===== config.mk =====
export PLATFORM = sky130hd
export DESIGN_NAME = shift_div_ctrl
export DESIGN_NICKNAME = d
export VERILOG_FILES = /design/src/rtl/shift_div_pkg.sv /design/src/rtl/div_pattern_lut.sv /design/src/rtl/shift_div_ctrl.sv
export SDC_FILE = /design/constraint.sdc
export NUM_CORES = 1
export LEC_CHECK = 0
export CELL_PAD_IN_SITES_DETAIL_PLACEMENT = 1
export CELL_PAD_IN_SITES_GLOBAL_PLACEMENT = 1
export CORE_MARGIN = 5
export CORE_UTILIZATION = 40
export DETAILED_ROUTE_END_ITERATION = 8
export MAX_ROUTING_LAYER = met4
export PLACE_DENSITY_LB_ADDON = 0.1
export SKIP_CTS_REPAIR_TIMING = 1
export SLEW_MARGIN = 20
export SYNTH_ARGS = -nofsm -noshare
export SYNTH_HDL_FRONTEND = slang
export SYNTH_SLANG_ARGS = --single-unit

===== constraint.sdc =====
create_clock -name clock -period 2.7 [get_ports clock]
set_input_delay 0.81 -clock clock [delete_from_list [all_inputs] [get_ports clock]]
set_output_delay 0.81 -clock clock [all_outputs]
set_load 0.005 [all_outputs]

===== src/rtl/shift_div_pkg.sv =====
// Shared definitions for the clock-divider controller: select codes, load
// patterns for the 16-bit circular shift register and controller states.
package shift_div_pkg;

    localparam int SEL_W = 3;

    localparam logic [SEL_W-1:0] SEL_OFF   = 3'd0;
    localparam logic [SEL_W-1:0] SEL_DIV2  = 3'd1;
    localparam logic [SEL_W-1:0] SEL_DIV4  = 3'd2;
    localparam logic [SEL_W-1:0] SEL_DIV8  = 3'd3;
    localparam logic [SEL_W-1:0] SEL_DIV16 = 3'd4;

    localparam logic [15:0] PAT_OFF   = 16'h0000;
    localparam logic [15:0] PAT_DIV2  = 16'hAAAA;
    localparam logic [15:0] PAT_DIV4  = 16'hCCCC;
    localparam logic [15:0] PAT_DIV8  = 16'hF0F0;
    localparam logic [15:0] PAT_DIV16 = 16'hFF00;

    typedef enum logic [2:0] {
        INIT,
        RUN,
        WAIT,
        LOAD,
        RESP
    } state_e;

    function automatic logic selIsValid(input logic [SEL_W-1:0] s);
        return (s <= SEL_DIV16);
    endfunction

endpackage


===== src/rtl/div_pattern_lut.sv =====
// Maps a divide-ratio select code to the shift-register pattern that
// produces that ratio; invalid codes yield an all-zero pattern.
module div_pattern_lut
    import shift_div_pkg::*;
#(
    parameter int WIDTH = 16
) (
    input  logic [SEL_W-1:0] sel_i,
    output logic [WIDTH-1:0] pattern_o,
    output logic             valid_o
);

    always_comb begin
        pattern_o = WIDTH'(PAT_OFF);
        valid_o   = selIsValid(sel_i);
        case (sel_i)
            SEL_OFF:   pattern_o = WIDTH'(PAT_OFF);
            SEL_DIV2:  pattern_o = WIDTH'(PAT_DIV2);
            SEL_DIV4:  pattern_o = WIDTH'(PAT_DIV4);
            SEL_DIV8:  pattern_o = WIDTH'(PAT_DIV8);
            SEL_DIV16: pattern_o = WIDTH'(PAT_DIV16);
            default:   pattern_o = WIDTH'(PAT_OFF);
        endcase
    end

endmodule


===== src/rtl/shift_div_ctrl.sv =====
// Sequences reloads of the external 16-bit circular shift register used as a
// clock divider, switching ratios only on a full-pattern boundary.
module shift_div_ctrl
    import shift_div_pkg::*;
#(
    parameter int               WIDTH    = 16,
    parameter logic [SEL_W-1:0] INIT_SEL = 3'd0
) (
    input  logic                     clock,
    input  logic                     reset_n,
    input  logic                     req,
    input  logic [SEL_W-1:0]         sel,
    output logic                     ack,
    output logic                     err,
    output logic                     busy,
    output logic                     sr_load,
    output logic [WIDTH-1:0]         sr_load_in,
    output logic [SEL_W-1:0]         cur_sel,
    output logic [$clog2(WIDTH)-1:0] phase
);

    localparam int PH_W = $clog2(WIDTH);
    localparam logic [PH_W-1:0] PHASE_PRE = PH_W'(WIDTH - 2);

    state_e            state_q, state_d;
    logic [SEL_W-1:0]  pendSel_q, pendSel_d;
    logic [SEL_W-1:0]  curSel_q, curSel_d;
    logic [PH_W-1:0]   phase_q, phase_d;
    logic              initLoad_q, initLoad_d;
    logic              reqPrev_q;
    logic              ack_q, ack_d;
    logic              err_q, err_d;
    logic              busy_q, busy_d;
    logic              srLoad_q, srLoad_d;
    logic [WIDTH-1:0]  srLoadIn_q, srLoadIn_d;

    logic [SEL_W-1:0]  lutSel;
    logic [WIDTH-1:0]  lutPattern;
    logic              lutValid;
    logic              reqEdge;

    // A fresh request is looked up directly; a deferred one uses the captured code.
    always_comb begin
        lutSel = pendSel_q;
        if (state_q == INIT) begin
            lutSel = INIT_SEL;
        end else if (state_q == RUN) begin
            lutSel = sel;
        end
    end

    div_pattern_lut #(
        .WIDTH(WIDTH)
    ) u_lut (
        .sel_i    (lutSel),
        .pattern_o(lutPattern),
        .valid_o  (lutValid)
    );

    assign reqEdge = req & ~reqPrev_q;

    always_comb begin
        state_d    = state_q;
        pendSel_d  = pendSel_q;
        curSel_d   = curSel_q;
        phase_d    = phase_q + 1'b1;
        initLoad_d = initLoad_q;
        ack_d      = 1'b0;
        err_d      = 1'b0;
        busy_d     = busy_q;
        srLoad_d   = 1'b0;
        srLoadIn_d = srLoadIn_q;

        case (state_q)
            INIT: begin
                phase_d    = '0;
                pendSel_d  = INIT_SEL;
                initLoad_d = 1'b1;
                srLoad_d   = 1'b1;
                srLoadIn_d = lutPattern;
                state_d    = LOAD;
            end
            RUN: begin
                if (reqEdge) begin
                    pendSel_d = sel;
                    busy_d    = 1'b1;
                    if (!lutValid) begin
                        ack_d   = 1'b1;
                        err_d   = 1'b1;
                        state_d = RESP;
                    end else if (sel == curSel_q) begin
                        ack_d   = 1'b1;
                        state_d = RESP;
                    end else if (curSel_q == SEL_OFF || phase_q == PHASE_PRE) begin
                        srLoad_d   = 1'b1;
                        srLoadIn_d = lutPattern;
                        state_d    = LOAD;
                    end else begin
                        state_d = WAIT;
                    end
                end
            end
            // Loading in the phase-15 cycle replaces the 16th rotation exactly.
            WAIT: begin
                if (phase_q == PHASE_PRE) begin
                    srLoad_d   = 1'b1;
                    srLoadIn_d = lutPattern;
                    state_d    = LOAD;
                end
            end
            LOAD: begin
                curSel_d   = pendSel_q;
                phase_d    = '0;
                initLoad_d = 1'b0;
                ack_d      = ~initLoad_q;
                state_d    = initLoad_q ? RUN : RESP;
            end
            RESP: begin
                busy_d  = 1'b0;
                state_d = RUN;
            end
            default: begin
                state_d = INIT;
            end
        endcase
    end

    always_ff @(posedge clock or negedge reset_n) begin
        if (!reset_n) begin
            state_q    <= INIT;
            pendSel_q  <= SEL_OFF;
            curSel_q   <= SEL_OFF;
            phase_q    <= '0;
            initLoad_q <= 1'b0;
            reqPrev_q  <= 1'b0;
            ack_q      <= 1'b0;
            err_q      <= 1'b0;
            busy_q     <= 1'b0;
            srLoad_q   <= 1'b0;
            srLoadIn_q <= '0;
        end else begin
            state_q    <= state_d;
            pendSel_q  <= pendSel_d;
            curSel_q   <= curSel_d;
            phase_q    <= phase_d;
            initLoad_q <= initLoad_d;
            reqPrev_q  <= req;
            ack_q      <= ack_d;
            err_q      <= err_d;
            busy_q     <= busy_d;
            srLoad_q   <= srLoad_d;
            srLoadIn_q <= srLoadIn_d;
        end
    end

    assign ack        = ack_q;
    assign err        = err_q;
    assign busy       = busy_q;
    assign sr_load    = srLoad_q;
    assign sr_load_in = srLoadIn_q;
    assign cur_sel    = curSel_q;
    assign phase      = phase_q;

endmodule


## Word level (Yosys, flattened, before mapping)

Cells that the tools add are included.

| word-level totals | value |
|---|---|
| register bits after elaboration | 35 |
| bits in latches | 0 |
| RAM bits | 0 |
| bits in read-only memories | 0 |
| bits of input ports | 6 |
| output and inout port bits | 27 |
| memories | 0 |

| cells by class | value |
|---|---|
| add/sub/neg operators | 1 |
| multipliers | 0 |
| divide/modulo/power cells | 0 |
| magnitude comparators | 1 |
| eq/ne operators | 15 |
| shifts and indexed selects | 0 |
| multiplexer cells | 35 |
| bitwise gates (word level) | 3 |
| reductions and logical operators | 12 |

Operators by type and width:

| kind | count |
|---|---|
| 2-to-1 mux 16 bit | 5 |
| one-hot mux 16 bit (4 select lines) | 1 |
| one-hot mux 16 bit (3 select lines) | 1 |
| 2-to-1 mux 3 bit | 8 |
| one-hot mux 3 bit (5 select lines) | 1 |
| 2-to-1 mux 1 bit | 13 |
| equality test 3 x 2 -> 1 bit (second input constant) | 4 |
| inequality test 2 bit (second input constant) | 4 |
| equality test 3 x 1 -> 1 bit (second input constant) | 2 |
| equality test 3 bit (second input constant) | 2 |
| logical NOT 3 bit | 2 |
| one-hot mux 1 bit (2 select lines) | 3 |
| one-hot mux 3 bit (2 select lines) | 1 |
| AND reduction 2 bit | 3 |
| AND reduction 6 bit | 1 |
| nonzero test 2 bit | 3 |
| adder 4 x 1 -> 4 bit (second input constant) | 1 |
| equality test 4 bit (second input constant) | 1 |
| 2-to-1 mux 4 bit | 1 |
| equality test 3 bit | 1 |
| less-or-equal comparator 3 bit (second input constant) | 1 |
| one-hot mux 1 bit (3 select lines) | 1 |
| nonzero test 3 bit | 1 |
| inequality test 2 x 1 -> 1 bit (second input constant) | 1 |
| other kinds (4) | 5 |

## Longest topological paths before layout

| logic depth | value |
|---|---|
| depth in word-level cells | 10 |
| gate-level depth with buffers | 9 |

## By module

Synthesis repeated with hierarchy kept, for this count alone.

| second synthesis, totals | value |
|---|---|
| cell total of the unflattened synthesis | 141 |
| area, all modules | 1745.4 um^2 |

Modules (own cells, without submodules):

| module | instances | cells an instance | area each (um^2) | sequential area each (um^2) |
|---|---|---|---|---|
| shift_div_ctrl | 1 | 113 | 1580.3 | 875.8 |
| div_pattern_lut | 1 | 28 | 165.2 | 0.0 |

## Worst setup path before layout

Ideal clock, no wire load.

| timing | value |
|---|---|
| path type | input port to flip-flop |
| start | input sel[1] |
| end | register srLoadIn_q[13] (netlist: sr_load_in[13]) |
| arrival time | 2.195 ns |
| data required time | 2.573 ns |
| slack | 0.378 ns |
| cell stages on the path | 7 |
| buffers on the path | 1 |
| path through | and4bb_1 nor4_4 o211ai_2 and2_1 buf_6 inv_6 mux2_1 |

| on the way | value |
|---|---|
| longest elaborated chain between the ends | 9 |
| elaborated cells between the ends (all ways) | 18 |

RTL lines:

| what | RTL line | text |
|---|---|---|
| start: declaration | shift_div_ctrl.sv:12 | `input logic [SEL_W-1:0] sel,` |
| 2-to-1 mux 3 bit | shift_div_ctrl.sv:47 | `end else if (state_q == RUN) begin` |
| 2-to-1 mux 3 bit | shift_div_ctrl.sv:45 | `if (state_q == INIT) begin` |
| equality test 3 bit, or another cell as far along | div_pattern_lut.sv:16 | `case (sel_i)` |
| one-hot mux 16 bit (4 select lines) | div_pattern_lut.sv:16 |  |
| 2-to-1 mux 16 bit | shift_div_ctrl.sv:94 | `end else if (curSel_q == SEL_OFF \|\| phase_q == PHASE_PRE) begin` |
| 2-to-1 mux 16 bit | shift_div_ctrl.sv:91 | `end else if (sel == curSel_q) begin` |
| 2-to-1 mux 16 bit | shift_div_ctrl.sv:87 | `if (!lutValid) begin` |
| 2-to-1 mux 16 bit | shift_div_ctrl.sv:84 | `if (reqEdge) begin` |
| one-hot mux 16 bit (3 select lines) | shift_div_ctrl.sv:74 | `case (state_q)` |
| end signal: assignment | shift_div_ctrl.sv:152 | `srLoadIn_q <= srLoadIn_d;` |
| end: declaration | shift_div_ctrl.sv:35 | `logic [WIDTH-1:0] srLoadIn_q, srLoadIn_d;` |

Parallel ways exist; a longest one is shown, timed or not. The select of a mux whose other input is x is not followed.
A chain may end at the register's enable or synchronous reset.

## Final worst setup path

| timing | value |
|---|---|
| start | input sel[2] |
| end | register srLoadIn_q[13] (netlist: sr_load_in[13]) |

The elaborated chain is that of the path after synthesis.

==> flow_summary.toml <==
[timing]
drv_slew = 0
period_share = 0.889
fin_tns_setup_ns = 0
setup_slack_ns = 0.301
relSlewSlack = 0.625
worst_slew_pin_slew_ns = 0.562
fmax_ghz = 0.417
grt_setup_unrepaired = "no"
hold_violations = 0
finalClockSkew_ns = 0.00934
min_period_ns = 2.40
setup_viol = 0

[logic_synthesis]
synth_cell_type_count = 47
yosysTopAreaCellShare = 0.498
yosysSeqAreaShare = 0.498
synth_ff_type = "dfrtp_1"
syn_area_sq_um = 1710
ys_warn_count = 0
ys_seq_elements = 34
syn_area_per_cell_sq_um = 10.7
postSynthCellCount = 159
syn_nets = 167
async_flop_share = 1.00
ys_top_cells_by_area = "dfrtp_1, mux2_4, nand3_1"
synth_edf_count = 0
synth_top_area_cell = "dfrtp_1"

[final_layout]
areaGrowthSynthToFinish_pct = 30.8
final_cells = 248
drive_above_1_share = 0.162
final_common_cell = "dfrtp_1"
postLayoutCellArea_sq_um = 2240
mostFrequentLayoutCells = "dfrtp_1, clkdlybuf4s50_1, nor2_1"
antennaDiodeCount = 0
final_nets = 205

[place]
place_area_sq_um = 2100
port_buffers = 31
globalplace.congestion = 0.811
dp_cells = 240
dp_hpwl_mm = 3.20
post-place-ws_ns = -0.0377

[routing]
detail_route.wl_per_cell_um = 17.2
first_iter_violations = 84
drt_wl_total_mm = 4.26
drt_pass1_iterations = 4
num_vias = 1380
ant_nets = 0
drcViolationCount = 0
post_drt_via_cell_ratio = 5.56

[setup_path]
reg2reg_depth = 6
crit_arrival_ns = 2.58
crit_type = "input port to flip-flop"
critPathLaunch = "sel[2]"
end_kind = "flip-flop"
worst-path-max-fanout = 5
startpoint_type = "input port"
reg2reg_to = "sr_load_in[1]$_DFFE_PN0P_"
ff2ff_setup_slack_ns = 0.48
rr_startpoint = "state_q[1]$_DFFE_PN0P_"
worst_ep_required_time_ns = 2.88

[clock_tree]
insertion_delay_ns = 0.29
cts.clk_slew.worst_paths_ns = 0.08
cts_root_buf = "clkbuf_8"
cts.sink_count = 34
clockBufferDepth = 2
cts.htree.levels = 2
cts_tree = "done"
cts_buffers = 5

[die]
die_y_um = 75.4
die-area_sq_um = 5680
pin_count = 33
initial_utilization = 0.421
die_w_um = 75.4
coreArea_sq_um = 4060
num_rows = 23

[hold_path]
hp-start = "sr_load_in[13]$_DFFE_PN0P_"
hold_path_end = "sr_load_in[13]$_DFFE_PN0P_"
hold_depth = 1
hp-class = "flip-flop to flip-flop"

[power]
leakage_uw = 0.000987
p_per_area_nw_per_um2 = 1260
ir_drop_v = 0.000590
total_power_uw = 2830

[grt]
antenna_found_initial = 0
grt_max_degree = 35
grt_use_total = 0.173
grt-ovfl-total = 0
grt_pass1_wl_mm = 7.22
grt_pass1_vias = 1472

[flow_run]
drv_cap = 0

[outcome]
status = "finished clean"
where the power goes:
part | switching, uW | leakage (uW) | internal [uW]
Clock | 194 | 0.0000683 | 370
Combinational | 639 | 0.000479 | 694
Sequential | 229 | 0.000440 | 702
Total | 1060 | 0.000987 | 1770
state kept, by name, summed over array words and instances, names as in the netlist:
| signal | count |
|---|---|
| sr_load_in | 15 |
| phase | 4 |
| cur_sel | 3 |
| pendSel_q | 3 |
| state_q | 3 |
| ack | 1 |
| busy | 1 |
| err | 1 |
| initLoad_q | 1 |
| reqPrev_q | 1 |
| sr_load | 1 |
how the worst max path moves through the flow:
stage	slack (ns)	end	depth (start not counted)
final	0.30	sr_load_in[13]$_DFFE_PN0P_	6
after global routing	0.20	sr_load_in[13]$_DFFE_PN0P_	6
after CTS	0.28	sr_load_in[13]$_DFFE_PN0P_	6
after detailed placement	-0.04	sr_load_in[13]$_DFFE_PN0P_	6
after global placement	0.06	sr_load_in[13]$_DFFE_PN0P_	6
after floorplan	0.38	sr_load_in[13]$_DFFE_PN0P_	7
cells by family after synthesis:
kind of cell,after synthesis,synth area share
AO/OA/AOI/OAI,38,0.155
XOR/XNOR,9,0.0461
adder cells (fa/ha/maj),2,0.0146
buffers and inverters,13,0.0395
flip-flops,34,0.498
multiplexers,10,0.0761
other,1,0.00219
AND/OR/NAND/NOR,52,0.168
metrics by stage:
step | util | hold slack (ns)
after detailed placement | 0.517 | 0.488
after CTS | 0.551 | 0.507
after global routing | 0.551 | 0.532
after global placement | 0.517 | 0.481
final | 0.551 | 0.499
after floorplan | - | 0.483
area by class of cell:
cell class,instances,area (sq um)
repair buffers,39,370
fillers,451,1820
clock inverters,3,68.8
well taps,50,62.6
clock buffers,5,68.8
multi-input cells,112,791
flip-flops and latches,34,851
inverters,5,23.8
synth_stat cells, types with 2 or more instances:
cell type  count
buf_2          2
mux2_4         5
xor2_1         5
inv_1          4
ha_1           2
nand2_1       10
o21a_1         2
o21ai_0        6
and2_1         2
xnor2_1        4
a21oi_1        6
and4bb_1       2
mux2_2         3
a22oi_1        3
o21ai_1        6
nand3_1       13
clkbuf_1       3
nor2_1        14
nand2b_1       3
o31ai_1        3
a22o_1         2
dfrtp_1       34
worst max-delay path: stages:
cell and delay (ns):
clkdlybuf4s50_1 0.59, nand2b_1 0.17, o21ai_0 0.12, a22oi_1 0.37
o21ai_0 0.19, mux2_1 0.32
routing by layer:
layer | vias up | track usage | share of wire
met3 | 9 | 0.0396 | 0.046
li1 | 638 | - | -
met5 | - | - | 0
met1 | 700 | 0.208 | 0.41
met4 | 0 | 0.0466 | 0.018
met2 | 33 | 0.291 | 0.52
No activity file was read; power rests on OpenSTA's default activity.
